$ cat src/rtl/cmp_pkg.sv
// Shared constants for the iterative branch comparator: RV32I funct3 branch
// encodings, FSM state codes and the branch-condition decode.
package cmp_pkg;

  localparam logic [2:0] F3_BEQ  = 3'b000;
  localparam logic [2:0] F3_BNE  = 3'b001;
  localparam logic [2:0] F3_BLT  = 3'b100;
  localparam logic [2:0] F3_BGE  = 3'b101;
  localparam logic [2:0] F3_BLTU = 3'b110;
  localparam logic [2:0] F3_BGEU = 3'b111;

  localparam logic [1:0] ST_IDLE = 2'd0;
  localparam logic [1:0] ST_SCAN = 2'd1;
  localparam logic [1:0] ST_DONE = 2'd2;

  // Signed compares (10x) are turned into unsigned ones by flipping the MSBs.
  function automatic logic is_signed_cmp(input logic [2:0] f3);
    return f3[2:1] == 2'b10;
  endfunction

  function automatic logic branch_taken(input logic [2:0] f3, input logic lt,
                                        input logic eq);
    logic t;
    t = 1'b0;
    case (f3)
      F3_BEQ:           t = eq;
      F3_BNE:           t = ~eq;
      F3_BLT, F3_BLTU:  t = lt;
      F3_BGE, F3_BGEU:  t = ~lt;
      default:          t = 1'b0;
    endcase
    return t;
  endfunction

endpackage

$ cat src/rtl/digit_cmp.sv
// Combinational unsigned compare of one DIGIT-wide operand slice.
module digit_cmp #(
  parameter int DIGIT = 8
) (
  input  logic [DIGIT-1:0] a_i,
  input  logic [DIGIT-1:0] b_i,
  output logic             lt_o,
  output logic             eq_o
);

  assign lt_o = a_i < b_i;
  assign eq_o = a_i == b_i;

endmodule

$ cat src/rtl/branch_compare_seq.sv
// Iterative MSB-first branch comparator, one DIGIT slice per cycle.
// Define CMP_EARLY_EXIT_EN to finish on the first differing slice.
//
// state | meaning
// IDLE  | waiting for start, results held
// SCAN  | comparing slice idx_q, MSB slice first
// DONE  | one-cycle done pulse, results valid
module branch_compare_seq
  import cmp_pkg::*;
#(
  parameter int WIDTH = 32,
  parameter int DIGIT = 8
) (
  input  logic             clk,
  input  logic             reset,
  input  logic             start_i,
  input  logic [2:0]       funct3_i,
  input  logic [WIDTH-1:0] a_i,
  input  logic [WIDTH-1:0] b_i,
  output logic             busy_o,
  output logic             done_o,
  output logic             lt_o,
  output logic             eq_o,
  output logic             taken_o
);

  localparam int N  = WIDTH / DIGIT;
  localparam int IW = (N > 1) ? $clog2(N) : 1;
  localparam logic [IW-1:0] IDX_LAST = IW'(N - 1);
`ifdef CMP_EARLY_EXIT_EN
  localparam logic EARLY_EXIT = 1'b1;
`else
  localparam logic EARLY_EXIT = 1'b0;
`endif

  logic [1:0]       state_q, state_d;
  logic [IW-1:0]    idx_q, idx_d;
  logic [WIDTH-1:0] a_q, a_d, b_q, b_d;
  logic [2:0]       f3_q, f3_d;
  logic             found_q, found_d;
  logic             lt_scan_q, lt_scan_d;
  logic             lt_q, lt_d, eq_q, eq_d, taken_q, taken_d;

  logic [DIGIT-1:0] a_dig, b_dig;
  logic             s_lt, s_eq;
  logic             fin_lt, fin_eq;

  assign a_dig = a_q[idx_q*DIGIT +: DIGIT];
  assign b_dig = b_q[idx_q*DIGIT +: DIGIT];

  digit_cmp #(.DIGIT(DIGIT)) u_digit_cmp (
    .a_i  (a_dig),
    .b_i  (b_dig),
    .lt_o (s_lt),
    .eq_o (s_eq)
  );

  // The first differing slice decides lt; later slices never override it.
  assign fin_lt = found_q ? lt_scan_q : s_lt;
  assign fin_eq = ~found_q & s_eq;

  always_comb begin
    state_d   = state_q;
    idx_d     = idx_q;
    a_d       = a_q;
    b_d       = b_q;
    f3_d      = f3_q;
    found_d   = found_q;
    lt_scan_d = lt_scan_q;
    lt_d      = lt_q;
    eq_d      = eq_q;
    taken_d   = taken_q;
    case (state_q)
      ST_IDLE: begin
        if (start_i) begin
          a_d       = a_i;
          b_d       = b_i;
          if (is_signed_cmp(funct3_i)) begin
            a_d[WIDTH-1] = ~a_i[WIDTH-1];
            b_d[WIDTH-1] = ~b_i[WIDTH-1];
          end
          f3_d      = funct3_i;
          idx_d     = IDX_LAST;
          found_d   = 1'b0;
          lt_scan_d = 1'b0;
          state_d   = ST_SCAN;
        end
      end
      ST_SCAN: begin
        if (!found_q && !s_eq) begin
          found_d   = 1'b1;
          lt_scan_d = s_lt;
        end
        if (idx_q == '0 || (EARLY_EXIT && !s_eq)) begin
          lt_d    = fin_lt;
          eq_d    = fin_eq;
          taken_d = branch_taken(f3_q, fin_lt, fin_eq);
          state_d = ST_DONE;
        end else begin
          idx_d = idx_q - 1'b1;
        end
      end
      ST_DONE: state_d = ST_IDLE;
      default: state_d = ST_IDLE;
    endcase
  end

  always_ff @(posedge clk) begin
    if (reset) begin
      state_q   <= ST_IDLE;
      idx_q     <= '0;
      a_q       <= '0;
      b_q       <= '0;
      f3_q      <= '0;
      found_q   <= 1'b0;
      lt_scan_q <= 1'b0;
      lt_q      <= 1'b0;
      eq_q      <= 1'b0;
      taken_q   <= 1'b0;
    end else begin
      state_q   <= state_d;
      idx_q     <= idx_d;
      a_q       <= a_d;
      b_q       <= b_d;
      f3_q      <= f3_d;
      found_q   <= found_d;
      lt_scan_q <= lt_scan_d;
      lt_q      <= lt_d;
      eq_q      <= eq_d;
      taken_q   <= taken_d;
    end
  end

  assign busy_o  = state_q != ST_IDLE;
  assign done_o  = state_q == ST_DONE;
  assign lt_o    = lt_q;
  assign eq_o    = eq_q;
  assign taken_o = taken_q;

endmodule

$ cat config.mk
export PLATFORM = sky130hd
export DESIGN_NAME = branch_compare_seq
export DESIGN_NICKNAME = d
export VERILOG_FILES = /design/src/rtl/cmp_pkg.sv /design/src/rtl/digit_cmp.sv /design/src/rtl/branch_compare_seq.sv
export SDC_FILE = /design/constraint.sdc
export NUM_CORES = 1
export LEC_CHECK = 0
export ABC_AREA = 0
export BUFFER_PORTS_ARGS = -buffer_cell sky130_fd_sc_hd__clkbuf_2
export CAP_MARGIN = 20
export CORE_MARGIN = 4
export CORE_UTILIZATION = 54
export CTS_CLUSTER_SIZE = 12
export DETAILED_ROUTE_END_ITERATION = 10
export PLACE_DENSITY = 0.8
export RECOVER_POWER = 50
export SYNTH_ARGS = -nofsm -noshare
export SYNTH_HDL_FRONTEND = slang
export SYNTH_SLANG_ARGS = --single-unit
$ cat constraint.sdc
create_clock -name clk -period 3.3 [get_ports clk]
set_input_delay 0.165 -clock clk [delete_from_list [all_inputs] [get_ports clk]]
set_output_delay 0.165 -clock clk [all_outputs]
set_load 0.03 [all_outputs]
# Yosys cells after proc, flatten, opt, wreduce, memory -nomap -nowiden
# Index checks and enable logic that the tools add are counted.
[totals]
regBits = 76
input_bits = 70
output_inout_bits = 5
word_cells = 63
[op_classes]
addsub = 1
order_cmp = 1
eq_ne = 13
n_shift = 2
muxes = 15
bitwise_logic = 6
n_reduce_logical = 15
[ops]
columns = ["cell", "count"]
rows = [
  ["variable part select 32 x 6 -> 8 bit", 2],
  ["equality test 3 bit (second input constant)", 4],
  ["equality test 8 bit", 1],
  ["less-than comparator 8 bit", 1],
  ["two-way mux 2 bit", 4],
  ["!= test 2 bit (second input constant)", 4],
  ["one-hot mux 2 bit (2 select lines)", 2],
  ["two-way mux 1 bit", 6],
  ["AND reduction 2 bit", 3],
  ["AND reduction 3 bit", 2],
  ["inverter 1 bit", 5],
  ["equality test 2 bit (second input constant)", 2],
  ["zero test 2 bit", 2],
  ["one-hot mux 1 bit (2 select lines)", 2],
  ["one-hot mux 1 bit (4 select lines)", 1],
  ["nonzero test 2 bit", 2],
  ["OR reduction 2 bit", 2],
  ["equality test 3 x 1 -> 1 bit (second input constant)", 1],
  ["zero test 3 bit", 1],
  ["equality test 2 x 1 -> 1 bit (second input constant)", 1],
  ["zero test 1 bit", 2],
  ["subtractor 2 x 1 -> 2 bit (second input constant)", 1],
  ["bitwise AND 1 bit", 1],
  ["logical AND 1 bit", 1],
]

# Logic depth before layout (Yosys ltp)
[depth]
ltp_word = 6
depth_mapped = 10
depth_no_buf = 8

# Cells and area by module
# From an unflattened synthesis, not the netlist that was laid out.
[unflattened]
cells_unflattened = 386
hier_area_um2 = 3355.7
[by_module_without_submodules]
columns = ["module", "instances", "cells_per_inst", "area_each_um2", "seq_area_each_um2"]
rows = [
  ["branch_compare_seq", 1, 359, 3153.0, 1521.5],
  ["digit_cmp", 1, 27, 202.7, 0.0],
]

# Worst setup path before layout
# No wires, ideal clock.
[synth_path]
path_kind = "reg2reg"
startpoint = "register idx_q[0]"
endpoint = "register taken_q (netlist: taken_o)"
setup_time_ns = 0.129
arrival_time_ns = 2.196
required_time_ns = 3.171
setup_slack_ns = 0.976
stages_incl_launch_ff = 10
n_path_buf = 2
path_cell_list = "dfxtp_1 > buf_4 > buf_6 > mux4_2 > ha_1 > nand4_1 > o31a_1 > o21ai_1 > a21o_1 > o211ai_1"
[synth_between]
elab_chain_cells = 5
[synth_lines]
columns = ["element", "line", "source"]
rows = [
  ["from (decl)", "branch_compare_seq.sv:37", "logic [IW-1:0] idx_q, idx_d;"],
  ["from (signal assigned)", "branch_compare_seq.sv:122", "idx_q <= idx_d;"],
  ["variable part select 32 x 6 -> 8 bit (on tied branches)", "branch_compare_seq.sv:48, branch_compare_seq.sv:49", ""],
  ["less-than comparator 8 bit / equality test 8 bit (equally long branches)", "digit_cmp.sv:11, digit_cmp.sv:12", ""],
  ["two-way mux 1 bit / bitwise AND 1 bit (equally long branches)", "branch_compare_seq.sv:59, branch_compare_seq.sv:60", ""],
  ["inverter 1 bit (on tied branches)", "cmp_pkg.sv:29, cmp_pkg.sv:27", ""],
  ["one-hot mux 1 bit (4 select lines)", "cmp_pkg.sv:25", "case (f3)"],
  ["to (signal assigned)", "branch_compare_seq.sv:130", "taken_q <= taken_d;"],
  ["to (decl)", "branch_compare_seq.sv:42", "logic lt_q, lt_d, eq_q, eq_d, taken_q, taken_d;"],
]
# Several ways; a longest one is shown, not always the timed one.
# A chain may end at the register's enable or synchronous reset.

# Final worst setup path
# Same ends and word-level chain as after synthesis.

==> impl_results.md <==
* Status: complete, no violations
* Detailed Place HPWL at around 5.3 mm
* Yosys top cell by area: dfxtp_1
* CTS tree: built
* Clk network pwr share at 0.306
* Die Wd at between 80 and 90 um
* Area growth, synth to finish at 15.75%
* Antenna violations before repair at 0
* Yosys cell types at 34
* CP cell instances: buf_12 -> mux4_2 -> ha_1 -> nand4_1 -> o31a_1 -> o21ai_1 -> a21o_1 -> o211ai_1
* Crit path time final at 2.646 ns
* Hold slack at 0.02725 ns
* Area contributors post-synth: dfxtp_1, nand2_1, mux4_2
* Antenna Nets Post-Route at 0
* Fin crit share at 0.8019
* Top cells by count, synth: nand2_1, dfxtp_1, a21oi_1
* Post-CTS Resized at 0
* Arr. time, crit path at 2.88 ns
* Synth top area share at 0.4529
* Sequential share of power at 0.499
* Final WL at between 7 and 8 mm
* Die Area at 7547 um2
* Setup TNS at 0 ns
* Final nets at 535
* Worst path max stage delay at about 0.57 ns
* Initial Util at 0.5608
* Mapped Area at 3359 um2
* Via count at 2,822
* Setup violators final at 0
* Comb pwr share at 0.195
* Switching part of the total power at 0.2892
* Crit path launch type: register
* Global-route wire length before repair at 12.10 mm
* Layout cells sized above 1 at 0.2364
* Post-synthesis sequential element count at 76
* Seq/Total Area, Yosys at 0.4529
* Maximum VDD drop at 342.6 uV
* CP required at 3.54 ns
* TritonCTS sink count at 76
* Gpl congestion at 0.8552
* Power Density at 535.9 nW/um2
* CTS root buffer: clkbuf_8
* First-iteration detailed-routing DRC count at 122
* Setup CP Type: register to register
* Cell area after layout at 3889 um2
* Largest net degree at the start of global routing at 51
* Post-CTS Hold Buffers at 0
* Leak Pwr at 1.589 nW
* Worst slew margin at 0.3475
* Num CTS Buffers at 9
* H-tree Lvls at 3
* Critical path peak fanout at 13
* RSZ-0062 raised after global routing: no
* EDFF count, synth at 0
* Max cap viols at 0
* Vias/cell at between 5 and 6
* Number of global-route vias before repair at 2,795
* Ys Warns at 0
* Internal Pwr Total at 1.481 mW
* Power, Total at 2.084 mW
* Cell Area, Placed at 3734 um2
* Max stage delay cell, worst path: dfxtp_1
* Top-count cell post-synth: nand2_1
* Routed length per placed instance at about 14 um
* Syn Nets at about 470
* Total gr overflow at 0
* Io pins at 75
* Drt drc at 0
* Row count at 28
* Fin. max-slew vios at 0
* Min-Delay Path Class: primary input to register
* FFs w/ async S/R, synth at 0
* Mapped Cells at between 300 and 400
* Setup Buffers After CTS at 0
* Slew @ Worst Pin at 0.9788 ns
* Fmax at 377.9 MHz
* Pre-antenna DRT Iters at 4
* Gr usage total at 0.2069
* Worst skew pair latency at around 0.35 ns
* Clk_skew at 0.01024 ns
* Mapped Avg Cell Area at roughly 8.5 um2
* Clock Path Buffers at 2
* NetSw at ~600 uW
* Clock-pin slew on the worst setup and hold paths at 0.08 ns
* Die Span Y at 86.88 um
* IO buf count at between 70 and 80
* Hold Fails Final Rpt at 0
* Main synth FF type: dfxtp_1
* Antenna Cells at 0
* Worst setup EP type: register
* Core Footprint at around 6000 um2
-- per-layer routing --
layer,global-route usage,share of wire,up-vias
li1,-,-,1448
met1,0.2397,0.43,1313
met2,0.3575,0.51,49
met3,0.05582,0.044,12
met4,0.08924,0.018,0
met5,0,0,-
-- path summary, 6_finish.rpt --
| path | startpoint | end | slack, ns | depth (start not counted) |
|---|---|---|---|---|
| setup / recovery | idx_q[0] | taken_o | 0.65 | 8 |
| hold / removal | b_i[13] | b_q[13] | 0.03 | 3 |
| setup reg to reg | idx_q[0] | taken_o | 0.65 | 8 |
| hold reg to reg | b_q[1] | b_q[1] | 0.46 | 2 |
-- critical path: cells and delay by family, from the launching register on --
kind	cells	cell delay (ns)
mux	1	0.52
buf+inv	1	0.22
fa+ha+maj	1	0.31
flops	1	0.57
simple gates	1	0.20
compound gates	4	0.71
-- area by class of cell --
type | instances | area, um2
inverter | 14 | 52.55
multi-input combinational | 276 | 1623
clock buffer | 12 | 155.1
tap | 75 | 93.84
fill | 516 | 2102
sequential | 76 | 1521
clock inverter | 4 | 23.77
timing repair buffer | 79 | 419.2
-- per-stage QoR --
stage               worst slack [ns]    util  cells
CTS                           0.6577  0.6531    536
finish                        0.6536  0.6491    536
detailed placement            0.6709  0.6232    520
global placement              0.7802  0.6199    519
global route                  0.4618  0.6491    536
floorplan                     0.9756       -    394
-- cell families after synthesis --
family,Yosys count,synth area share
AND/OR/NAND/NOR,165,0.1985
AO/OA/AOI/OAI,84,0.1404
flip-flops,76,0.4529
buffers and inverters,42,0.06220
multiplexers,16,0.1073
adder cells (fa/ha/maj),9,0.03352
XOR/XNOR,2,0.005215
-- flip-flops by register name, indices dropped and copies added (netlist names), 2 cells and up --
name     cells
a_q         32
state_q      2
b_q         32
idx_q        2
f3_q         3
-- layout by cell type, fill, tap and decap left out, types with 4 or more instances in the layout --
| cell type | synthesis | final |
|---|---|---|
| nand2_1 | 134 | 133 |
| clkbuf_8 | 0 | 11 |
| inv_1 | 13 | 13 |
| a211oi_1 | 2 | 4 |
| dfxtp_1 | 76 | 76 |
| nor2_1 | 13 | 13 |
| mux4_2 | 16 | 16 |
| clkbuf_2 | 0 | 69 |
| clkbuf_1 | 11 | 8 |
| ha_1 | 9 | 9 |
| a21oi_1 | 69 | 69 |
-- power by group through the flow --
stage          Clock (mW)  Combinational (mW)  Sequential (mW)
5_1_grt             0.699               0.464             1.05
3_3_place_gp            0               0.393             1.06
6_report            0.638               0.405             1.04
4_1_cts             0.658               0.413             1.04
3_5_place_dp            0               0.412             1.06
2_1_floorplan           0               0.324             1.04
Note: power is estimated with default switching activity, not from simulation.
